[src/rtl/gf180mcu_fd_sc_mcu9t5v0__cellbist6.sv]
// rtl/gf180mcu_fd_sc_mcu9t5v0__cellbist6.sv - exhaustive-pattern BIST with Galois signature for a six-input cell
//
// Sweeps all 64 input patterns of a six-input cell and compresses the cell
// response into a Galois LFSR signature. The result is then compared against
// a golden value.
//
// Ports:
//   CLK      rising-edge clock
//   RN       asynchronous active-low reset
//   START    run request (ignored while a run is in progress)
//   ABORT    synchronous abort to IDLE; has priority over START
//   PAT      stimulus {A1,A2,B1,B2,C1,C2}, MSB = A1
//   ZN       cell response, LAT cycles behind PAT
//   EXP_SIG  golden signature
//   SIG      current signature
//   BUSY     high in RUN or DRAIN
//   DONE     high in DONE
//   PASS     registered SIG == EXP_SIG, valid while DONE = 1

module gf180mcu_fd_sc_mcu9t5v0__cellbist6 #(
    parameter int                SIG_W = 16,
    parameter logic [SIG_W-1:0]  POLY  = 16'h8016,
    parameter logic [SIG_W-1:0]  SEED  = '0,
    parameter int                LAT   = 0
) (
    input  logic              CLK,
    input  logic              RN,
    input  logic              START,
    input  logic              ABORT,
    output logic [5:0]        PAT,
    input  logic              ZN,
    input  logic [SIG_W-1:0]  EXP_SIG,
    output logic [SIG_W-1:0]  SIG,
    output logic              BUSY,
    output logic              DONE,
    output logic              PASS
);

    typedef enum logic [1:0] {
        S_IDLE  = 2'd0,
        S_RUN   = 2'd1,
        S_DRAIN = 2'd2,
        S_DONE  = 2'd3
    } state_t;

    localparam bit         HAS_DRAIN = (LAT > 0);
    localparam logic [6:0] LAT_P     = 7'(LAT);
    localparam logic [1:0] LAT_M1    = 2'(LAT - 1);

    state_t             state, state_nx;
    logic [5:0]         pat_nx;
    logic [SIG_W-1:0]   sig_nx;
    logic [SIG_W-1:0]   sig_step;
    logic [SIG_W-1:0]   sig_cap;
    logic [1:0]         drain_cnt, drain_nx;
    logic               busy_nx, done_nx, pass_nx;
    logic [6:0]         pat_rel;
    logic               capture;

    // The response to pattern k arrives during RUN cycle k+LAT. The first LAT
    // RUN cycles therefore see no valid response. Every DRAIN cycle does.
    // When pat - LAT goes negative, bit 6 is set.
    assign pat_rel  = {1'b0, PAT} - LAT_P;
    assign capture  = ((state == S_RUN) && !pat_rel[6]) || (state == S_DRAIN);

    assign sig_step = {SIG[SIG_W-2:0], ZN} ^ (SIG[SIG_W-1] ? POLY : '0);
    assign sig_cap  = capture ? sig_step : SIG;

    always_comb begin
        state_nx = state;
        pat_nx   = PAT;
        sig_nx   = SIG;
        drain_nx = drain_cnt;
        done_nx  = DONE;
        pass_nx  = PASS;

        if (ABORT) begin
            state_nx = S_IDLE;
            pat_nx   = '0;
            sig_nx   = SEED;
            drain_nx = '0;
            done_nx  = 1'b0;
            pass_nx  = 1'b0;
        end else begin
            case (state)
                S_IDLE: begin
                    pat_nx = '0;
                    if (START) begin
                        state_nx = S_RUN;
                        sig_nx   = SEED;
                    end
                end
                S_RUN: begin
                    sig_nx = sig_cap;
                    if (PAT == 6'd63) begin
                        if (HAS_DRAIN) begin
                            state_nx = S_DRAIN;
                            drain_nx = '0;
                        end else begin
                            state_nx = S_DONE;
                            pat_nx   = '0;
                            done_nx  = 1'b1;
                            pass_nx  = (sig_cap == EXP_SIG);
                        end
                    end else begin
                        pat_nx = PAT + 6'd1;
                    end
                end
                S_DRAIN: begin
                    sig_nx = sig_cap;
                    if (drain_cnt == LAT_M1) begin
                        state_nx = S_DONE;
                        pat_nx   = '0;
                        done_nx  = 1'b1;
                        pass_nx  = (sig_cap == EXP_SIG);
                    end else begin
                        drain_nx = drain_cnt + 2'd1;
                    end
                end
                S_DONE: begin
                    pat_nx = '0;
                    if (START) begin
                        state_nx = S_RUN;
                        sig_nx   = SEED;
                        done_nx  = 1'b0;
                        pass_nx  = 1'b0;
                    end
                end
                default: begin
                    state_nx = S_IDLE;
                    pat_nx   = '0;
                    sig_nx   = SEED;
                    done_nx  = 1'b0;
                    pass_nx  = 1'b0;
                end
            endcase
        end

        busy_nx = (state_nx == S_RUN) || (state_nx == S_DRAIN);
    end

    always_ff @(posedge CLK or negedge RN) begin
        if (!RN) begin
            state     <= S_IDLE;
            PAT       <= '0;
            SIG       <= SEED;
            drain_cnt <= '0;
            BUSY      <= 1'b0;
            DONE      <= 1'b0;
            PASS      <= 1'b0;
        end else begin
            state     <= state_nx;
            PAT       <= pat_nx;
            SIG       <= sig_nx;
            drain_cnt <= drain_nx;
            BUSY      <= busy_nx;
            DONE      <= done_nx;
            PASS      <= pass_nx;
        end
    end

endmodule

[config.mk]
export PLATFORM = sky130hd
export DESIGN_NAME = gf180mcu_fd_sc_mcu9t5v0__cellbist6
export DESIGN_NICKNAME = d
export VERILOG_FILES = /design/src/rtl/gf180mcu_fd_sc_mcu9t5v0__cellbist6.sv
export SDC_FILE = /design/constraint.sdc
export NUM_CORES = 1
export LEC_CHECK = 0
export CAP_MARGIN = 10
export CORE_AREA = 2 2 64 66
export DETAILED_ROUTE_END_ITERATION = 16
export DIE_AREA = 0 0 66 68
export PLACE_DENSITY = 0.77
export SLEW_MARGIN = 20
export SYNTH_ARGS = -nofsm -noshare
export SYNTH_HDL_FRONTEND = slang
export SYNTH_SLANG_ARGS = --single-unit
export TNS_END_PERCENT = 20
[constraint.sdc]
create_clock -name CLK -period 2.9 [get_ports CLK]
set_input_delay 0.725 -clock CLK [delete_from_list [all_inputs] [get_ports CLK]]
set_output_delay 0.725 -clock CLK [all_outputs]
set_load 0.05 [all_outputs]
; Word level (Yosys, flattened, before mapping)
; Index checks and enable logic that the tools add are counted.
[word_totals]
register_bits = 29
input_bits = 21
word_cells = 58
[op_classes]
add_sub_neg = 2
eq_ne = 13
n_mux = 26
bitwise_logic = 1
n_reduce_logical = 9
[ops]
columns = cell, count
row1 = 16-bit 2-to-1 mux, 4
row2 = 16-bit case mux with 2 select lines, 1
row3 = 6-bit 2-to-1 mux, 3
row4 = 6-bit case mux with 3 select lines, 1
row5 = 16-bit equality test, 1
row6 = 16-bit XOR, 1
row7 = 2-bit 2-to-1 mux, 7
row8 = 2-bit equality test (second input constant), 4
row9 = 1-bit 2-to-1 mux, 7
row10 = 6-bit by 1-bit adder with 6-bit output (second input constant), 1
row11 = 6-bit equality test (second input constant), 1
row12 = 3-bit by 2-bit != test with 1-bit output (second input constant), 2
row13 = 1-bit case mux with 3 select lines, 2
row14 = 2-bit case mux with 3 select lines, 1
row15 = 2-bit by 1-bit equality test with 1-bit output (second input constant), 2
row16 = 4-bit AND reduction, 1
row17 = 4-bit nonzero test, 1
row18 = 2-bit OR reduction, 2
row19 = 3-bit by 1-bit != test with 1-bit output (second input constant), 1
row20 = 3-bit != test (second input constant), 1
row21 = 2-bit by 1-bit adder with 2-bit output (second input constant), 1
row22 = 2-bit logical NOT, 1
row23 = 1-bit logical OR, 2
row24 = 2-bit != test (second input constant), 1
row25 = other kinds (2), 2

; Longest topological paths before layout
; Gate-level depths: netlist (run 1).
[depth]
word_depth = 7
mapped_depth = 9
mapped_depth_nobuf = 7

; Least setup slack after synthesis (run 1)
; OpenSTA, ideal clock, no wires.
[synth_path]
path_kind = reg2reg
startpoint = register PAT[0]
endpoint = register PASS
arrival_ns = 1.951
path_slack_ns = 0.857
stages_incl_launch_ff = 7
n_path_buf = 0
synth_period_minus_slack_ns = 2.043
path_cell_list = dfrtp_1 -> ha_1 -> nand3_1 -> o21ai_1 -> nand3_1 -> or3_1 -> o31ai_2
[synth_via]
elab_chain_cells = 3
[synth_lines]
columns = item, line_no
row1 = start: declaration, 30  ; output logic [5:0] PAT,
row2 = start signal: assignment, 153  ; PAT <= pat_nx;
row3 = 6-bit equality test, 95  ; if (PAT == 6'd63) begin
row4 = 3-bit by 2-bit != test with 1-bit output (no line), -
row5 = 4-bit AND reduction (no line), -
row6 = end signal: assignment, 158  ; PASS <= pass_nx;
row7 = end: declaration, 36  ; output logic PASS
; No other way between the ends.
; A chain may end at the register's enable or synchronous reset.

; Worst setup path in the final report (run 1)
[layout_path]
startpoint = register state[0]
endpoint = register PASS
[layout_via]
elab_chain_cells = 7
word_cells_on_any_way = 15
classes_between = eq/ne (7) / mux (5) / reduce/logical (3)
[layout_lines]
columns = item, line_no
row1 = start: declaration, 50  ; state_t state, state_nx;
row2 = start signal: assignment, 152  ; state <= state_nx;
row3 = 2-bit by 1-bit equality test with 1-bit output or 2-bit equality test (tied branches), "64, 85"
row4 = 1-bit logical OR, 64  ; assign capture = ((state == S_RUN) && !pat_rel[6]) || (state == S_DRAIN);
row5 = 16-bit 2-to-1 mux, 67  ; assign sig_cap = capture ? sig_step : SIG;
row6 = 16-bit equality test, "103, 115"
row7 = "1-bit 2-to-1 mux, on equally long branches", "111, 95"
row8 = 1-bit case mux with 3 select lines, 85  ; case (state)
row9 = 1-bit 2-to-1 mux, 77  ; if (ABORT) begin
; Parallel ways exist; a longest one is shown, timed or not. The select of a mux whose other input is x is not followed.

==> results of run 1 <==
## placed cells by master (no fill, tap or decap), types with 3 or more instances in the layout
cell and instances:
inv_1 5, o21ai_0 7, nand3_1 4, and2b_1 5, nand2_1 10, nor2_1 26, a22oi_1 11, clkbuf_8 5
nor3_1 5, ha_1 6, dfrtp_1 29, xor2_1 16, a21oi_1 18, xnor2_1 7, nand4_1 3, mux2i_1 13
buf_4 6, clkdlybuf4s50_1 45
## logic make-up (layout without fill, tap and decap cells)
family | Yosys count | in the layout
DFF | 29 | 29
adders and majority gates | 6 | 6
muxes | 13 | 13
xor gates and xnor gates | 23 | 23
buffers and inverters | 14 | 65
AOI/OAI and AO/OA | 41 | 41
and+or+nand+nor | 61 | 61
## through the flow
step           setup slack (ns)  area (um^2)  instances  hold slack, ns  power, W
2_1_floorplan             0.857         1750        187           0.429   0.00118
3_5_place_dp              0.503         2260        280           0.536   0.00139
5_1_grt                   0.284         2340        288           0.577   0.00181
6_report                  0.484         2340        288           0.539   0.00170
4_1_cts                   0.479         2340        288           0.544   0.00171
3_3_place_gp              0.576         2260        280           0.516   0.00138
## worst max path at each step
| stage | cells after the start | from | to | slack (ns) |
|---|---|---|---|---|
| after detailed placement | 8 | state[0] | PASS | 0.50 |
| after global placement | 6 | EXP_SIG[15] | PASS | 0.58 |
| after floorplan | 6 | PAT[0] | PASS | 0.86 |
| after CTS | 8 | state[0] | PASS | 0.48 |
| after global routing | 8 | state[0] | PASS | 0.28 |
| final | 8 | state[0] | PASS | 0.48 |
## cell usage after synthesis
cell	n	share of area (%)
clkinv_1	1	0.21
o31ai_2	1	0.72
a21oi_1	18	5.2
ha_1	6	4.3
nor3b_1	1	0.43
clkbuf_1	3	0.64
nor3_1	5	1.4
inv_1	5	1.1
nor2_2	1	0.36
o311ai_0	1	0.50
nor4_2	1	0.72
buf_1	1	0.21
buf_6	1	0.64
nor2_1	26	5.6
xor2_1	16	8.0
nand4_1	3	1.1
a31oi_1	1	0.36
nor2b_1	1	0.36
nand3b_1	1	0.43
mux2i_1	13	7.4
o31ai_1	1	0.43
nand3_1	4	1.1
buf_2	2	0.57
nand2b_1	1	0.36
nand2_1	10	2.1
dfrtp_1	29	41
or3_1	1	0.36
o21ai_1	1	0.29
and3_1	1	0.36
xnor2_1	7	3.5
o21ai_0	7	2.0
buf_8	1	0.86
a22oi_1	11	4.7
and2b_1	5	2.1
## power groups by stage
| stage | registers, W | logic (W) | clock network [W] |
|---|---|---|---|
| 3_3_place_gp | 0.000515 | 0.000865 | 0 |
| 6_report | 0.000509 | 0.000873 | 0.000317 |
| 2_1_floorplan | 0.000614 | 0.000562 | 0 |
| 3_5_place_dp | 0.000517 | 0.000871 | 0 |
| 5_1_grt | 0.000518 | 0.000957 | 0.000339 |
| 4_1_cts | 0.000510 | 0.000873 | 0.000327 |
## state kept, by name, summed over array words and instances, names as in the netlist
signal	count
SIG	16
PAT	6
drain_cnt	2
state	2
BUSY	1
DONE	1
PASS	1
## area by class of cell
class / instances / area [um^2]
fill: 362 / 1520
multi-input combinational: 144 / 950
sequential: 29 / 726
timing repair buffer: 51 / 495
clock buffer: 6 / 72.6
tap: 50 / 62.6
inverter: 6 / 22.5
clock inverter: 2 / 10.0
## layer usage
metal / up-vias / GRT usage [%] / wire (um)
met5: - / 0 / 0
met4: 0 / 6.12 / 34
met3: 4 / 4.61 / 169
met2: 43 / 32.2 / 1920
met1: 682 / 26.2 / 1880
li1: 749 / - / -
## worst max-delay path, delay by kind of cell, from the launching register on
family                   cells  cell delay, ns
adder cells (fa/ha/maj)      1            0.53
AO/OA/AOI/OAI                1            0.23
multiplexers                 1            0.23
buffers and inverters        2            0.29
flip-flops                   1            0.44
AND/OR/NAND/NOR              2            0.42
XOR/XNOR                     1            0.18
==> metrics.md, run 1 <==
| Metric | Value |
|---|---|
| CTS Hold Bufs | `0` |
| Synth Area in Adders | `4.29%` |
| Critical Path RT | `3.09 ns` |
| Die Y | `68 um` |
| Global placement routability congestion | `0.870` |
| Post-Route WL | `4010 um` |
| Vias in the first global route | `1410` |
| Reg2reg setup slack | `0.48 ns` |
| RSZ-0062 raised after global routing | `no` |
| # Max-Cap Violations | `0` |
| Clk sink count | `29` |
| Initial antenna violation count | `0` |
| Share of cells above drive strength 1 | `6.72%` |
| Drt pass-1 iters | `4` |
| All-Layer GR Usage | `19.7%` |
| Sequential power share | `30.0%` |
| Fmax | `414 MHz` |
| Worst path slowest cell | `ha_1` |
| Antenna Nets Post-Route | `0` |
| WHS Path Cells | `2` |
| HP Class | `reg2reg` |
| Ports | `46` |
| CTS Buf Count | `5` |
| Ant. Diodes | `0` |
| Status | `complete, no violations` |
| Syn. warnings | `0` |
| Grt total ovfl | `0` |
| Synthesized flop and latch total | `29` |
| Fin. max-slew vios | `0` |
| # DRC | `0` |
| Worst r2r dst | `PASS` |
| Nets@finish | `264` |
| Post-CTS Resized | `0` |
| Post-synthesis simple-gate area fraction | `16.9%` |
| Slew @ Worst Pin | `0.571 ns` |
| Crit Path Max Fanout | `11` |
| Synth Area in XOR/XNOR | `11.5%` |
| Clock share of power | `18.7%` |
| Clock skew | `0.00887 ns` |
| Switching Fraction | `42.9%` |
| Leakage power | `1.04 nW` |
| CP peak stage delay | `0.53 ns` |
| Worst reg2reg path depth | `8` |
| Post-synthesis net count | `214` |
| Pint | `0.000970 W` |
| Syn Inst Count | `187` |
| 1st-iter DRT viols | `92` |
| Root buf cell | `clkbuf_8` |
| Largest net degree at the start of global routing | `30` |
| Core Util, Final | `60.6%` |
| Syn avg cell area | `9.35 um^2` |
| Setup TNS | `0 ns` |
| Via count | `1478` |
| Endpoint type of the worst setup path | `flip-flop` |
| Total die area | `0.00449 mm^2` |
| Compound-Gate Fraction of Synth Area | `14.2%` |
| First-pass GRT wire length | `6630 um` |
| Clock slew at reported path FFs | `0.07 ns` |
| Final Cycle Share | `83.3%` |
| Max_slew headroom | `61.4%` |
| Final setup violation count | `0` |
| Cells along the critical path | `inv_1 -> ha_1 -> buf_4 -> mux2i_1 -> xor2_1 -> nand4_1 -> or3_1 -> o31ai_2` |
| Mux contribution to synthesized area | `7.44%` |
| NetSw | `0.000729 W` |
| Area growth syn-to-layout | `33.7%` |
| Hold Violations, Final | `0` |
| Comb power frac | `51.4%` |
| Worst r2r src | `state[0]` |
| Synthesized area | `0.00175 mm^2` |
| CP arrival | `2.60 ns` |
| CP Launch Type | `flip-flop` |
| Post-CTS setup buffers | `0` |
| Clk_lat worst skew | `0.28 ns` |
| Htree depth | `2` |
| Fin crit period | `2.42 ns` |
| Chip width | `66 um` |
| Distinct cells, synth | `34` |
| Power density cells | `727 mW/mm^2` |
| Clock Tree Buf Depth | `2` |
| Min-Delay Endpoint | `drain_cnt[1]` |
| Buffers on Ports | `45` |
| Largest family of logic cells by synthesized area | `simple AND/OR/NAND/NOR gates` |
| Vias/cell | `5.13` |
| CP Class | `reg2reg` |
| Row cnt | `23` |
| Initial Util | `45.4%` |
| DR WL/cell | `13.9 um` |
| Hpwl dp | `2860 um` |
| Sequential fraction of the synthesis area | `41.5%` |
| Worst VDD drop | `396 uV` |
| Hold path startpoint | `drain_cnt[1]` |
| TritonCTS clock tree | `built` |
| Core ar. | `0.00386 mm^2` |
Power figures use the tool's default switching activity.
==> inputs of run 2 (changes only) <==
clock period = 2.35 ns   (was 2.9 ns; I/O delays follow)
==> metrics.md, run 2 (synthesis gave the netlist of run 1 again) <==
| Metric | Value |
|---|---|
| Switching Fraction | `39.9% (-3.0 points)` |
| Largest regs | `SIG (16), PAT (6)` |
| Buffers & Inverters on Critical Path | `1 (-1)` |
| Total die area | `0.00449 mm^2 (unchanged)` |
| Ports | `46 (unchanged)` |
| All-Layer GR Usage | `19.6% (-0.13 points)` |
| Via count | `1522 (+3.0%)` |
| Antenna Nets Post-Route | `0 (unchanged)` |
| Post-Route WL | `4010 um (+0.12%)` |
| Core ar. | `0.00386 mm^2 (unchanged)` |
| Root buf cell | `clkbuf_8` |
| HP Class | `reg2reg` |
| RSZ-0062 raised after global routing | `no` |
| Clock slew at reported path FFs | `0.06 ns (about the same)` |
| CP arrival | `1.67 ns (-0.93 ns)` |
| FILL cells | `371 (+2.5%)` |
| Htree depth | `2 (unchanged)` |
| CTS Hold Bufs | `0 (unchanged)` |
| Leakage power | `1.08 nW (+2.9%)` |
| Area growth syn-to-layout | `37.2%` |
| Vias in the first global route | `1489 (+5.6%)` |
| Hpwl dp | `2910 um (+1.6%)` |
| Global placement routability congestion | `0.769 (-12%)` |
| Worst setup margin | `0.0950 ns (-0.389 ns)` |
| Comb power frac | `49.2% (-2.2 points)` |
| CP Launch Type | `flip-flop` |
| Die Y | `68 um (unchanged)` |
| Endpoint type of the worst setup path | `primary output` |
| Max_slew headroom | `64.7% (+3.3 points)` |
| DR WL/cell | `13.8 um (-0.57%)` |
| Post-CTS setup buffers | `0 (unchanged)` |
| Row cnt | `23 (unchanged)` |
| Power density cells | `950 mW/mm^2 (+31%)` |
| Most flops, register | `SIG` |
| Final Cycle Share | `96.0%` |
| Slew @ Worst Pin | `0.522 ns (-0.0489 ns)` |
| Initial antenna violation count | `0 (unchanged)` |
| Design Area, Final | `0.00240 mm^2 (+2.6%)` |
| Grt total ovfl | `0 (unchanged)` |
| CP top delay family | `buffers and inverters` |
| Buffers on Ports | `45 (unchanged)` |
| Sequential power share | `27.1% (-2.9 points)` |
| 1st-iter DRT viols | `88 (-4.3%)` |
| CTS Buf Count | `5 (unchanged)` |
| Largest net degree at the start of global routing | `30 (unchanged)` |
| Worst path slowest cell | `clkdlybuf4s50_1` |
| Status | `complete, no violations` |
| Final setup violation count | `0 (unchanged)` |
| CP peak stage delay | `0.86 ns (+0.33 ns)` |
| Critical Path RT | `1.76 ns (-1.33 ns)` |
| Clock Tree Buf Depth | `2 (unchanged)` |
| Max reg flops | `16 (unchanged)` |
| Fin. max-slew vios | `0 (unchanged)` |
| Post-CTS Resized | `0 (unchanged)` |
| Commonest non-fill, non-tap cells in the layout | `45 x clkdlybuf4s50_1, 29 x dfrtp_1, 26 x nor2_1, 18 x a21oi_1, 16 x xor2_1` |
| Setup TNS | `0 ns (unchanged)` |
| Chip width | `66 um (unchanged)` |
| NetSw | `0.000910 W (+25%)` |
| Commonest non-fill, non-tap cell in the layout | `clkdlybuf4s50_1` |
| First-pass GRT wire length | `6640 um (+0.21%)` |
| Fmax | `443 MHz` |
| Clk_lat worst skew | `0.28 ns (about the same)` |
| DP Worst Slack | `0.127 ns (-0.376 ns)` |
| Clk sink count | `29 (unchanged)` |
| Share of cells above drive strength 1 | `7.50% (+0.78 points)` |
| # DRC | `0 (unchanged)` |
| Drt pass-1 iters | `4 (unchanged)` |
| Clock skew | `0.00847 ns (-0.000399 ns)` |
| # Max-Cap Violations | `0 (unchanged)` |
| FF+latch area | `726 um^2 (unchanged)` |
| Vias/cell | `5.25 (+2.3%)` |
| Ant. Diodes | `0 (unchanged)` |
| Area of the multi-input gates | `950 um^2 (unchanged)` |
| Power Total | `0.00228 W (+34%)` |
| Initial Util | `45.4% (unchanged)` |
| Fin crit period | `2.25 ns` |
| Clock share of power | `23.7% (+5.0 points)` |
| Hold Violations, Final | `0 (unchanged)` |
| Crit Path Max Fanout | `7 (-4)` |
| Pint | `0.00137 W (+41%)` |
| Worst VDD drop | `631 uV (+59%)` |
| Dpl cell area | `0.00228 mm^2 (+1.2%)` |
| Cells along the critical path | `clkdlybuf4s50_1` |
| CP Class | `reg2out` |
| TritonCTS clock tree | `built` |
| Nets@finish | `266 (+0.76%)` |
run 2: changes by cell type in the layout (fill, tap and decap cells not counted), sizes merged:
cell,before,now
buf,6,8
bufinv,0,1
clkbuf,6,7
clkinv,3,1
run 2: path summary, 6_finish.rpt:
path	startpoint	end	slack, ns	cells past startpoint
min reg2reg	DONE	DONE	0.54	2
min	DONE	DONE	0.54	2
max	SIG[15]	SIG[15]	0.1	1
max reg2reg	state[1]	PASS	0.26	7
max in group asynchronous	RN	state[1]	1.37	2
min in group asynchronous	RN	SIG[11]	0.69	2
run 2: area by class of cell:
type	count	share of cell area [%]
multi-input cells	144	39.6
repair buffers	53	21.8
well taps	50	2.61
clock buffers	7	3.60
clock inverters	1	1.25
inverters	6	0.938
flip-flops and latches	29	30.2
run 2: layer usage:
metal | share of wire, % | vias to the layer above | global-route usage (%)
met2 | 49 | 39 | 34.1
met3 | 5.8 | 5 | 5.76
met5 | 0 | - | 0
met1 | 44 | 727 | 23.2
li1 | - | 751 | -
met4 | 1.3 | 0 | 6.89
run 2: stage by stage:
step                instances  utilization, %  hold WS, ns
floorplan                 187               -        0.292
global placement          282            59.2        0.515
detailed placement        282            59.2        0.537
CTS                       290            62.2        0.550
global route              290            62.2        0.579
finish                    290            62.2        0.537
run 2: power groups by stage:
stage               clock, W  combinational, W  sequential [W]
finish              0.000540           0.00112        0.000619
global route        0.000567           0.00123        0.000629
CTS                 0.000550           0.00113        0.000619
detailed placement         0           0.00113        0.000628
global placement           0           0.00112        0.000626
floorplan                  0          0.000693        0.000758
